<file path="config.mk">
export PLATFORM = sky130hd
export DESIGN_NAME = btn_pulse_gen
export DESIGN_NICKNAME = d
export VERILOG_FILES = /design/src/rtl/btn_pkg.sv /design/src/rtl/btn_sync.sv /design/src/rtl/btn_pulse_gen.sv
export SDC_FILE = /design/constraint.sdc
export NUM_CORES = 1
export LEC_CHECK = 0
export BUFFER_PORTS_ARGS = -buffer_cell sky130_fd_sc_hd__buf_2
export CAP_MARGIN = 15
export CELL_PAD_IN_SITES_DETAIL_PLACEMENT = 0
export CELL_PAD_IN_SITES_GLOBAL_PLACEMENT = 1
export CORE_UTILIZATION = 40
export CTS_CLUSTER_DIAMETER = 120
export DETAILED_ROUTE_END_ITERATION = 16
export HOLD_SLACK_MARGIN = 0.08
export PLACE_DENSITY_LB_ADDON = 0.1
export SLEW_MARGIN = 0
export SYNTH_ARGS = -nofsm -noshare
export SYNTH_HDL_FRONTEND = slang
export SYNTH_SLANG_ARGS = --single-unit
</file>
<file path="constraint.sdc">
create_clock -name clk -period 2 [get_ports clk]
set_input_delay 0.2 -clock clk [delete_from_list [all_inputs] [get_ports clk]]
set_output_delay 0.2 -clock clk [all_outputs]
set_load 0.1 [all_outputs]
</file>
<file path="src/rtl/btn_pkg.sv">
// Shared button-conditioning types and default timing constants,
// reused by every push-button instance (theme, mode, ...).
package btn_pkg;

   typedef enum logic [1:0] {
      IDLE       = 2'b00,
      DB_PRESS   = 2'b01,
      HELD       = 2'b10,
      DB_RELEASE = 2'b11
   } btn_state_t;

   // 10 ms debounce, 0.5 s first repeat, 0.2 s repeat period at 100 MHz
   localparam int unsigned DB_CYCLES_DEF     = 1000000;
   localparam int unsigned CNT_W_DEF         = 20;
   localparam int unsigned REPEAT_DELAY_DEF  = 50000000;
   localparam int unsigned REPEAT_PERIOD_DEF = 20000000;

endpackage

</file>
<file path="src/rtl/btn_sync.sv">
// Two-flop synchronizer for the raw button; kept as its own module so
// timing constraints can target the metastability flops by name.
module btn_sync (
   input  logic clk,
   input  logic rst,
   input  logic d,
   output logic q
);

   logic s1;
   logic s2;

   always_ff @(posedge clk or negedge rst) begin
      if (!rst) begin
         s1 <= 1'b0;
         s2 <= 1'b0;
      end else begin
         s1 <= d;
         s2 <= s1;
      end
   end

   assign q = s2;

endmodule

</file>
<file path="src/rtl/btn_pulse_gen.sv">
// Push-button conditioner: synchronizer, debounce FSM, one-pulse output.
// Define BTN_AUTOREPEAT_EN to add auto-repeat pulses while the button is held.
module btn_pulse_gen
   import btn_pkg::*;
#(
   parameter int unsigned DB_CYCLES     = DB_CYCLES_DEF,
   parameter int unsigned CNT_W         = CNT_W_DEF,
   parameter int unsigned REPEAT_DELAY  = REPEAT_DELAY_DEF,
   parameter int unsigned REPEAT_PERIOD = REPEAT_PERIOD_DEF
) (
   input  logic clk,
   input  logic rst,
   input  logic btn,
   output logic pulse,
   output logic level
);

   if (DB_CYCLES < 2 || (64'd1 << CNT_W) <= 64'(DB_CYCLES)) begin : g_bad_db
      $error("btn_pulse_gen: need DB_CYCLES >= 2 and 2**CNT_W > DB_CYCLES");
   end
   if (REPEAT_DELAY < 1 || REPEAT_PERIOD < 1) begin : g_bad_rpt
      $error("btn_pulse_gen: REPEAT_DELAY and REPEAT_PERIOD must be >= 1");
   end

   localparam logic [CNT_W-1:0] CNT_LAST = CNT_W'(DB_CYCLES - 1);

`ifdef BTN_AUTOREPEAT_EN
   localparam int unsigned RCNT_W = $clog2(REPEAT_DELAY + REPEAT_PERIOD);
   localparam logic [RCNT_W-1:0] RPT_PRE   = RCNT_W'(REPEAT_DELAY - 1);
   localparam logic [RCNT_W-1:0] RPT_START = RCNT_W'(REPEAT_DELAY);
   localparam logic [RCNT_W-1:0] RPT_WRAP  = RCNT_W'(REPEAT_DELAY + REPEAT_PERIOD - 1);
   logic [RCNT_W-1:0] rcnt;
`endif

   logic             btn_s;
   btn_state_t       state;
   logic [CNT_W-1:0] cnt;

   btn_sync u_sync (
      .clk (clk),
      .rst (rst),
      .d   (btn),
      .q   (btn_s)
   );

   always_ff @(posedge clk or negedge rst) begin
      if (!rst) begin
         state <= IDLE;
         cnt   <= '0;
         pulse <= 1'b0;
         level <= 1'b0;
`ifdef BTN_AUTOREPEAT_EN
         rcnt  <= '0;
`endif
      end else begin
         pulse <= 1'b0;
`ifdef BTN_AUTOREPEAT_EN
         rcnt  <= '0;
`endif
         case (state)
            IDLE: begin
               if (btn_s) begin
                  state <= DB_PRESS;
                  cnt   <= '0;
               end
            end
            DB_PRESS: begin
               if (!btn_s) begin
                  state <= IDLE;
                  cnt   <= '0;
               end else if (cnt == CNT_LAST) begin
                  state <= HELD;
                  cnt   <= '0;
                  pulse <= 1'b1;
                  level <= 1'b1;
               end else begin
                  cnt <= cnt + CNT_W'(1);
               end
            end
            HELD: begin
               if (!btn_s) begin
                  state <= DB_RELEASE;
                  cnt   <= '0;
               end
`ifdef BTN_AUTOREPEAT_EN
               // rcnt parks at REPEAT_DELAY after each pulse so it never needs to run past one period
               else if (rcnt == RPT_WRAP) begin
                  rcnt  <= RPT_START;
                  pulse <= 1'b1;
               end else begin
                  rcnt  <= rcnt + RCNT_W'(1);
                  pulse <= (rcnt == RPT_PRE);
               end
`endif
            end
            DB_RELEASE: begin
               if (btn_s) begin
                  state <= HELD;
                  cnt   <= '0;
               end else if (cnt == CNT_LAST) begin
                  state <= IDLE;
                  cnt   <= '0;
                  level <= 1'b0;
               end else begin
                  cnt <= cnt + CNT_W'(1);
               end
            end
            default: begin
               state <= IDLE;
               cnt   <= '0;
            end
         endcase
      end
   end

endmodule

</file>
After elaboration in Yosys (flattened, before gate mapping)
Index checks and enable logic that the tools add are counted.
{"block": "totals", "mem_bits_ro": 0, "n_memories": 0, "regBits": 26, "in_bits": 3, "latchBits": 0, "mem_bits_rw": 0}
{"block": "classes", "n_mux": 21, "n_mul": 0, "add_sub_neg": 1, "reduce_logical": 5, "n_div": 0, "bitwise_logic": 0, "magnitude_cmp": 0, "n_eq_ne": 12, "n_shift": 0}
{"op": "$mux 20", "n": 5}
{"op": "$pmux 20 s4", "n": 1}
{"op": "$add 20x1->20 const B", "n": 1}
{"op": "$eq 20x20->1 const B", "n": 1}
{"op": "$mux 2", "n": 6}
{"op": "$ne 2x2->1 const B", "n": 4}
{"op": "$pmux 2 s4", "n": 1}
{"op": "$mux 1", "n": 7}
{"op": "$reduce_and 5->1", "n": 1}
{"op": "$eq 2x2->1 const B", "n": 2}
{"op": "$ne 2x1->1 const B", "n": 2}
{"op": "$reduce_and 4->1", "n": 1}
{"op": "$ne 3x2->1 const B", "n": 1}
{"op": "$ne 3x3->1 const B", "n": 1}
{"op": "$eq 2x1->1 const B", "n": 1}
{"op": "$logic_not 2->1", "n": 1}
{"op": "$pmux 1 s2", "n": 1}
{"op": "$reduce_and 2->1", "n": 1}
{"op": "$reduce_bool 2->1", "n": 1}

Longest topological paths before layout
{"block": "depth", "ltp_word": 4, "ltp_mapped": 6, "ltp_nobuf": 6}

Modules after synthesis
Synthesis repeated with hierarchy kept, for this count alone.
{"block": "unflattened", "cells_unflattened": 143, "hier_area_um2": 1357.6}
{"mod": "btn_pulse_gen", "cells_each": 141, "n_inst": 1, "area_per_inst_um2": 1307.5}
{"mod": "btn_sync", "cells_each": 2, "n_inst": 1, "area_per_inst_um2": 50.0}

Least setup slack after synthesis
Ideal clock, no wire load.
{"block": "synth_path", "path_type": "flip-flop to flip-flop", "from": "register cnt[8]", "to": "register level", "path_slack_ps": -7, "period_less_slack_ps": 2007, "n_path_buf": 0, "arrival_time_ps": 1865, "stages_incl_launch_ff": 5, "cell_sequence": "dfrtp_1 -> or4b_1 -> or4_4 -> o41ai_1 -> a22oi_1"}
{"block": "synth_via", "elab_chain_len": 3, "word_cells_on_any_way": 4}
{"item": "start: declaration", "line": "btn_pulse_gen.sv:37", "text": "logic [CNT_W-1:0] cnt;"}
{"item": "start signal: assignment", "line": "btn_pulse_gen.sv:77", "text": "cnt <= cnt + CNT_W'(1);"}
{"item": "start signal: assignment", "line": "btn_pulse_gen.sv:105", "text": "cnt <= cnt + CNT_W'(1);"}
{"item": "$eq 20x20->1 (*)", "line": "btn_pulse_gen.sv:71, btn_pulse_gen.sv:100"}
{"item": "$ne 2x2->1 (no source line)"}
{"item": "$reduce_and 5->1 (no source line) (*)"}
{"item": "end signal: assignment", "line": "btn_pulse_gen.sv:51", "text": "level <= 1'b0;"}
{"item": "end signal: assignment", "line": "btn_pulse_gen.sv:75", "text": "level <= 1'b1;"}
{"item": "end signal: assignment", "line": "btn_pulse_gen.sv:103", "text": "level <= 1'b0;"}
{"item": "end: declaration", "line": "btn_pulse_gen.sv:15", "text": "output logic level"}
Every way passes the cells marked *; elsewhere a longest branch is shown, timed or not.
A chain may end at the register's enable or synchronous reset.

Final worst setup path
{"block": "layout_path", "from": "register cnt[10]", "to": "register cnt[12]"}
{"block": "layout_via", "elab_chain_len": 4, "word_cells_on_any_way": 6}
{"item": "$add 20x1->20 / $eq 20x20->1 (equally long branches)"}
{"item": "$mux 20 (*)", "line": "btn_pulse_gen.sv:71, btn_pulse_gen.sv:100"}
{"item": "$mux 20 (on tied branches)", "line": "btn_pulse_gen.sv:97, btn_pulse_gen.sv:68"}
{"item": "$pmux 20 s4 (*)", "line": "btn_pulse_gen.sv:60", "text": "case (state)"}
Marked as above.

==> metrics.txt <==
# TYPE chip_impl_metric gauge
chip_impl_info{name="run_status",value="finished, violations left"} 1
chip_impl_info{name="violations_in_the_final_reports",value="setup timing"} 1
chip_impl_info{name="most-common-layout-cells",value="26 x sky130_fd_sc_hd__dfrtp_1, 16 x sky130_fd_sc_hd__buf_4, 13 x sky130_fd_sc_hd__nand2_1, 13 x sky130_fd_sc_hd__o21ai_0, 10 x sky130_fd_sc_hd__inv_1"} 1
chip_impl_metric{name="layout-drive-gt1-share",unit="%"} 21.7
chip_impl_metric{name="finalHoldWorstSlack",unit="ns"} 0.374
chip_impl_metric{name="cts.clk_slew.worst_paths",unit="ns"} 0.15
chip_impl_metric{name="detail_route.wl_per_cell",unit="um"} 15.9
chip_impl_metric{name="boundaryPins",unit=""} 5
chip_impl_metric{name="coreArea",unit="sq um"} 3340
chip_impl_metric{name="finalSetupViolations",unit=""} 3
chip_impl_metric{name="nets",unit=""} 185
chip_impl_metric{name="dp_cells",unit=""} 218
chip_impl_metric{name="drt_pass1_iterations",unit=""} 4
chip_impl_info{name="hold_path.class",value="flip-flop to flip-flop"} 1
chip_impl_metric{name="final_total_pwr",unit="W"} 0.00160
chip_impl_metric{name="power_density",unit="nW/um^2"} 934
chip_impl_metric{name="synth-seq-area-share",unit="%"} 46.6
chip_impl_metric{name="avgViaCountPerCell",unit=""} 5.66
chip_impl_metric{name="worst-endpoint-arrival",unit="ns"} 2.25
chip_impl_info{name="path_cells",value="or4b_4 -> nor4_4 -> a21o_1 -> o21ai_1 -> a21o_1"} 1
chip_impl_metric{name="synth_cells",unit=""} 156
chip_impl_info{name="timing.hold.worst_endpoint",value="u_sync.q$_DFF_PN0_"} 1
chip_impl_metric{name="final.setup.tns",unit="ns"} -0.0167
chip_impl_metric{name="cp.required",unit="ns"} 2.24
chip_impl_metric{name="cts.sink_count",unit=""} 26
chip_impl_metric{name="cap_violations",unit=""} 0
chip_impl_info{name="timing.rr.end",value="cnt[12]$_DFFE_PN0P_"} 1
chip_impl_metric{name="globalRouteOverflowTotal",unit=""} 0
chip_impl_metric{name="number_of_cells_in_the_finished_layout_apart_from_fillers",unit=""} 226
chip_impl_metric{name="final-hold-violation-count",unit=""} 0
chip_impl_info{name="path_delay_family",value="simple AND/OR/NAND/NOR gates"} 1
chip_impl_metric{name="ctsLongestPathBuffers",unit=""} 2
chip_impl_metric{name="r2r_cells",unit=""} 5
chip_impl_metric{name="critPathMaxFanout",unit=""} 5
chip_impl_metric{name="antenna_cells_inserted",unit=""} 0
chip_impl_metric{name="clock_insertion_delay_worst_skew",unit="ns"} 0.33
chip_impl_info{name="clk_root_buffer_cell",value="sky130_fd_sc_hd__clkbuf_4"} 1
chip_impl_metric{name="cts_inserted_buffers",unit=""} 3
chip_impl_metric{name="reg2reg_setup_slack",unit="ns"} -0.01
chip_impl_info{name="r2r_path_start",value="cnt[10]$_DFFE_PN0P_"} 1
chip_impl_metric{name="fp.dieW",unit="um"} 61.1
chip_impl_metric{name="first_pass_grt_wire_length",unit="um"} 5960
chip_impl_info{name="crit_path_frequent_cell",value="sky130_fd_sc_hd__a21o_1"} 1
chip_impl_metric{name="dp_slack",unit="ns"} -0.125
chip_impl_metric{name="dieHeight",unit="um"} 61.1
chip_impl_metric{name="dpl.hpwl",unit="um"} 2540
chip_impl_metric{name="grtUsageTotal",unit="%"} 22.4
chip_impl_info{name="crit_path_start_kind",value="flip-flop"} 1
chip_impl_metric{name="clock_skew",unit="ns"} 0.00693
chip_impl_metric{name="slew_headroom",unit="%"} 57.8
chip_impl_metric{name="synth_seq_cells",unit=""} 26
chip_impl_metric{name="grt_start_max_net_pins",unit=""} 27
chip_impl_metric{name="port_buffers",unit=""} 4
chip_impl_metric{name="min_path_cells",unit=""} 0
chip_impl_info{name="holdCritStartpoint",value="u_sync.s1$_DFF_PN0_"} 1
chip_impl_metric{name="drc",unit=""} 0
chip_impl_metric{name="htree_levels",unit=""} 1
chip_impl_info{name="rsz0062_at_grt",value="true"} 1
chip_impl_metric{name="period_minus_slack",unit="ns"} 2.01
chip_impl_metric{name="slowest_delay",unit="ns"} 0.54
chip_impl_metric{name="max_freq",unit="GHz"} 0.498
chip_impl_info{name="critPathCaptureType",value="flip-flop"} 1
chip_impl_info{name="most_common_cell_after_layout_fill_and_taps_aside",value="sky130_fd_sc_hd__dfrtp_1"} 1
chip_impl_metric{name="antenna_violations_before_repair",unit=""} 0
chip_impl_metric{name="rows",unit=""} 21
chip_impl_metric{name="fin_crit_sh",unit="%"} 101
chip_impl_metric{name="wirelength",unit="um"} 3590
chip_impl_metric{name="critical_path_buf_inv_count",unit=""} 0
chip_impl_metric{name="synth.distinct_cells",unit=""} 38
chip_impl_metric{name="postRouteAntennaNets",unit=""} 0
chip_impl_info{name="crit_type",value="flip-flop to flip-flop"} 1
chip_impl_metric{name="max_slew.worst_pin.slew",unit="ns"} 0.632
chip_impl_metric{name="via_count_of_the_first_global_routing_pass",unit=""} 1204
chip_impl_metric{name="syn2layout_area_growth",unit="%"} 22.9
chip_impl_metric{name="gp_congestion",unit=""} 0.794
chip_impl_metric{name="detail_route.iter0.violations",unit=""} 72
chip_impl_metric{name="p_leak",unit="nW"} 0.732
chip_impl_metric{name="vias",unit=""} 1279
chip_impl_metric{name="postLayoutSetupSlackWorst",unit="ns"} -0.0100
chip_impl_metric{name="floorplan.initialDensity",unit="%"} 41.8
chip_impl_metric{name="yosys_warnings",unit=""} 0
chip_impl_metric{name="syn-cell-area",unit="sq um"} 1400
chip_impl_info{name="cts_tree",value="done"} 1
chip_impl_metric{name="syn_area_per_cell",unit="sq um"} 8.94
chip_impl_metric{name="ir_drop",unit="V"} 0.000396
chip_impl_metric{name="synth.net_count",unit=""} 160
chip_impl_info{name="cp_slowest_cell",value="sky130_fd_sc_hd__or4b_4"} 1
chip_impl_metric{name="slew_viol_final",unit=""} 0
chip_impl_metric{name="fp.dieArea",unit="sq um"} 3730
[per-layer routing]
metal | track usage (%) | share of wire, % | vias up
met5 | 0 | 0 | -
met4 | 5.84 | 0.53 | 0
met3 | 2.52 | 2.1 | 2
met2 | 39.3 | 50 | 18
met1 | 29.3 | 47 | 630
li1 | - | - | 629
[cell usage after synthesis (all sizes together)]
master	number	area, sq um
or3	8	50.1
nand2	13	48.8
or4	3	26.3
nor3	6	35.0
nor2	8	30.0
and4	1	8.76
or2	2	12.5
and2	1	6.26
nand3	9	45.0
o21ai	21	105
and3	3	20.0
buf	3	23.8
clkbuf	2	7.51
ha	1	12.5
a22oi	3	22.5
nand4	1	6.26
nand4b	1	8.76
nand2b	1	6.26
o21bai	1	7.51
dfrtp	26	651
o41ai	2	17.5
or4b	1	10.0
a21oi	9	45.0
a21o	6	46.3
nor4	6	37.5
a22o	3	26.3
a32oi	1	8.76
o311ai	1	8.76
nor3b	2	15.0
inv	10	37.5
xor2	1	8.76
[state kept, by name, summed over array words and instances, names as in the netlist, named ones only]
register	count
cnt	20
level	1
pulse	1
state	1
u_sync.q	1
u_sync.s1	1
[per-stage QoR]
step	area, sq um	util (%)
after global placement	1580	47.2
final	1710	51.4
after CTS	1690	50.7
after detailed placement	1580	47.2
after global routing	1710	51.4
after floorplan	1400	-
[layout make-up]
cell class | instances | area, sq um
clock inverter | 1 | 30.0
inverter | 10 | 37.5
tap | 46 | 57.6
timing repair buffer | 24 | 183
sequential | 26 | 651
multi-input combinational | 116 | 733
clock buffer | 3 | 22.5
fill | 338 | 1620
[kinds of logic after synthesis]
family,count (synthesis),synth area share (%)
AND/OR/NAND/NOR,66,26.3
AO/OA/AOI/OAI,47,20.6
flip-flops,26,46.6
buffers and inverters,15,4.93
XOR/XNOR,1,0.628
adder cells (fa/ha/maj),1,0.897
[what timing repair did]
| action | CTS | global route |
|---|---|---|
| hold buffers | 2 | 0 |
| resized for setup | 6 | 9 |
| setup buffers | 1 | 0 |
| setup endpoints to repair | 17 | 22 |
| endpoints found under the hold margin | 27 | 0 |
| gates cloned | 1 | 0 |
| pin swaps | 10 | 6 |
[worst max path at each step]
stage | startpoint | endpoint | slack (ns) | depth (start not counted)
final | cnt[10]$_DFFE_PN0P_ | cnt[12]$_DFFE_PN0P_ | -0.01 | 5
after global routing | cnt[8]$_DFFE_PN0P_ | cnt[18]$_DFFE_PN0P_ | -0.1 | 6
after CTS | cnt[15]$_DFFE_PN0P_ | level$_DFFE_PN0P_ | -0.02 | 5
after detailed placement | cnt[10]$_DFFE_PN0P_ | cnt[16]$_DFFE_PN0P_ | -0.13 | 6
after global placement | cnt[7]$_DFFE_PN0P_ | cnt[16]$_DFFE_PN0P_ | -0.009 | 6
after floorplan | cnt[8]$_DFFE_PN0P_ | cnt[8]$_DFFE_PN0P_ | 0.02 | 6
[worst register-to-register path, stage by stage, from the launching register on]
cell and delay, ns:
sky130_fd_sc_hd__dfrtp_1 0.42, sky130_fd_sc_hd__or4b_4 0.54, sky130_fd_sc_hd__nor4_4 0.39, sky130_fd_sc_hd__a21o_1 0.28, sky130_fd_sc_hd__o21ai_1 0.10, sky130_fd_sc_hd__a21o_1 0.19
[report_power, final]
part / internal [W] / switching [W]
Combinational: 0.000241 / 0.000376
Clock: 0.000203 / 0.000167
Sequential: 0.000569 / 0.0000454
(Power assumes the default switching activity.)
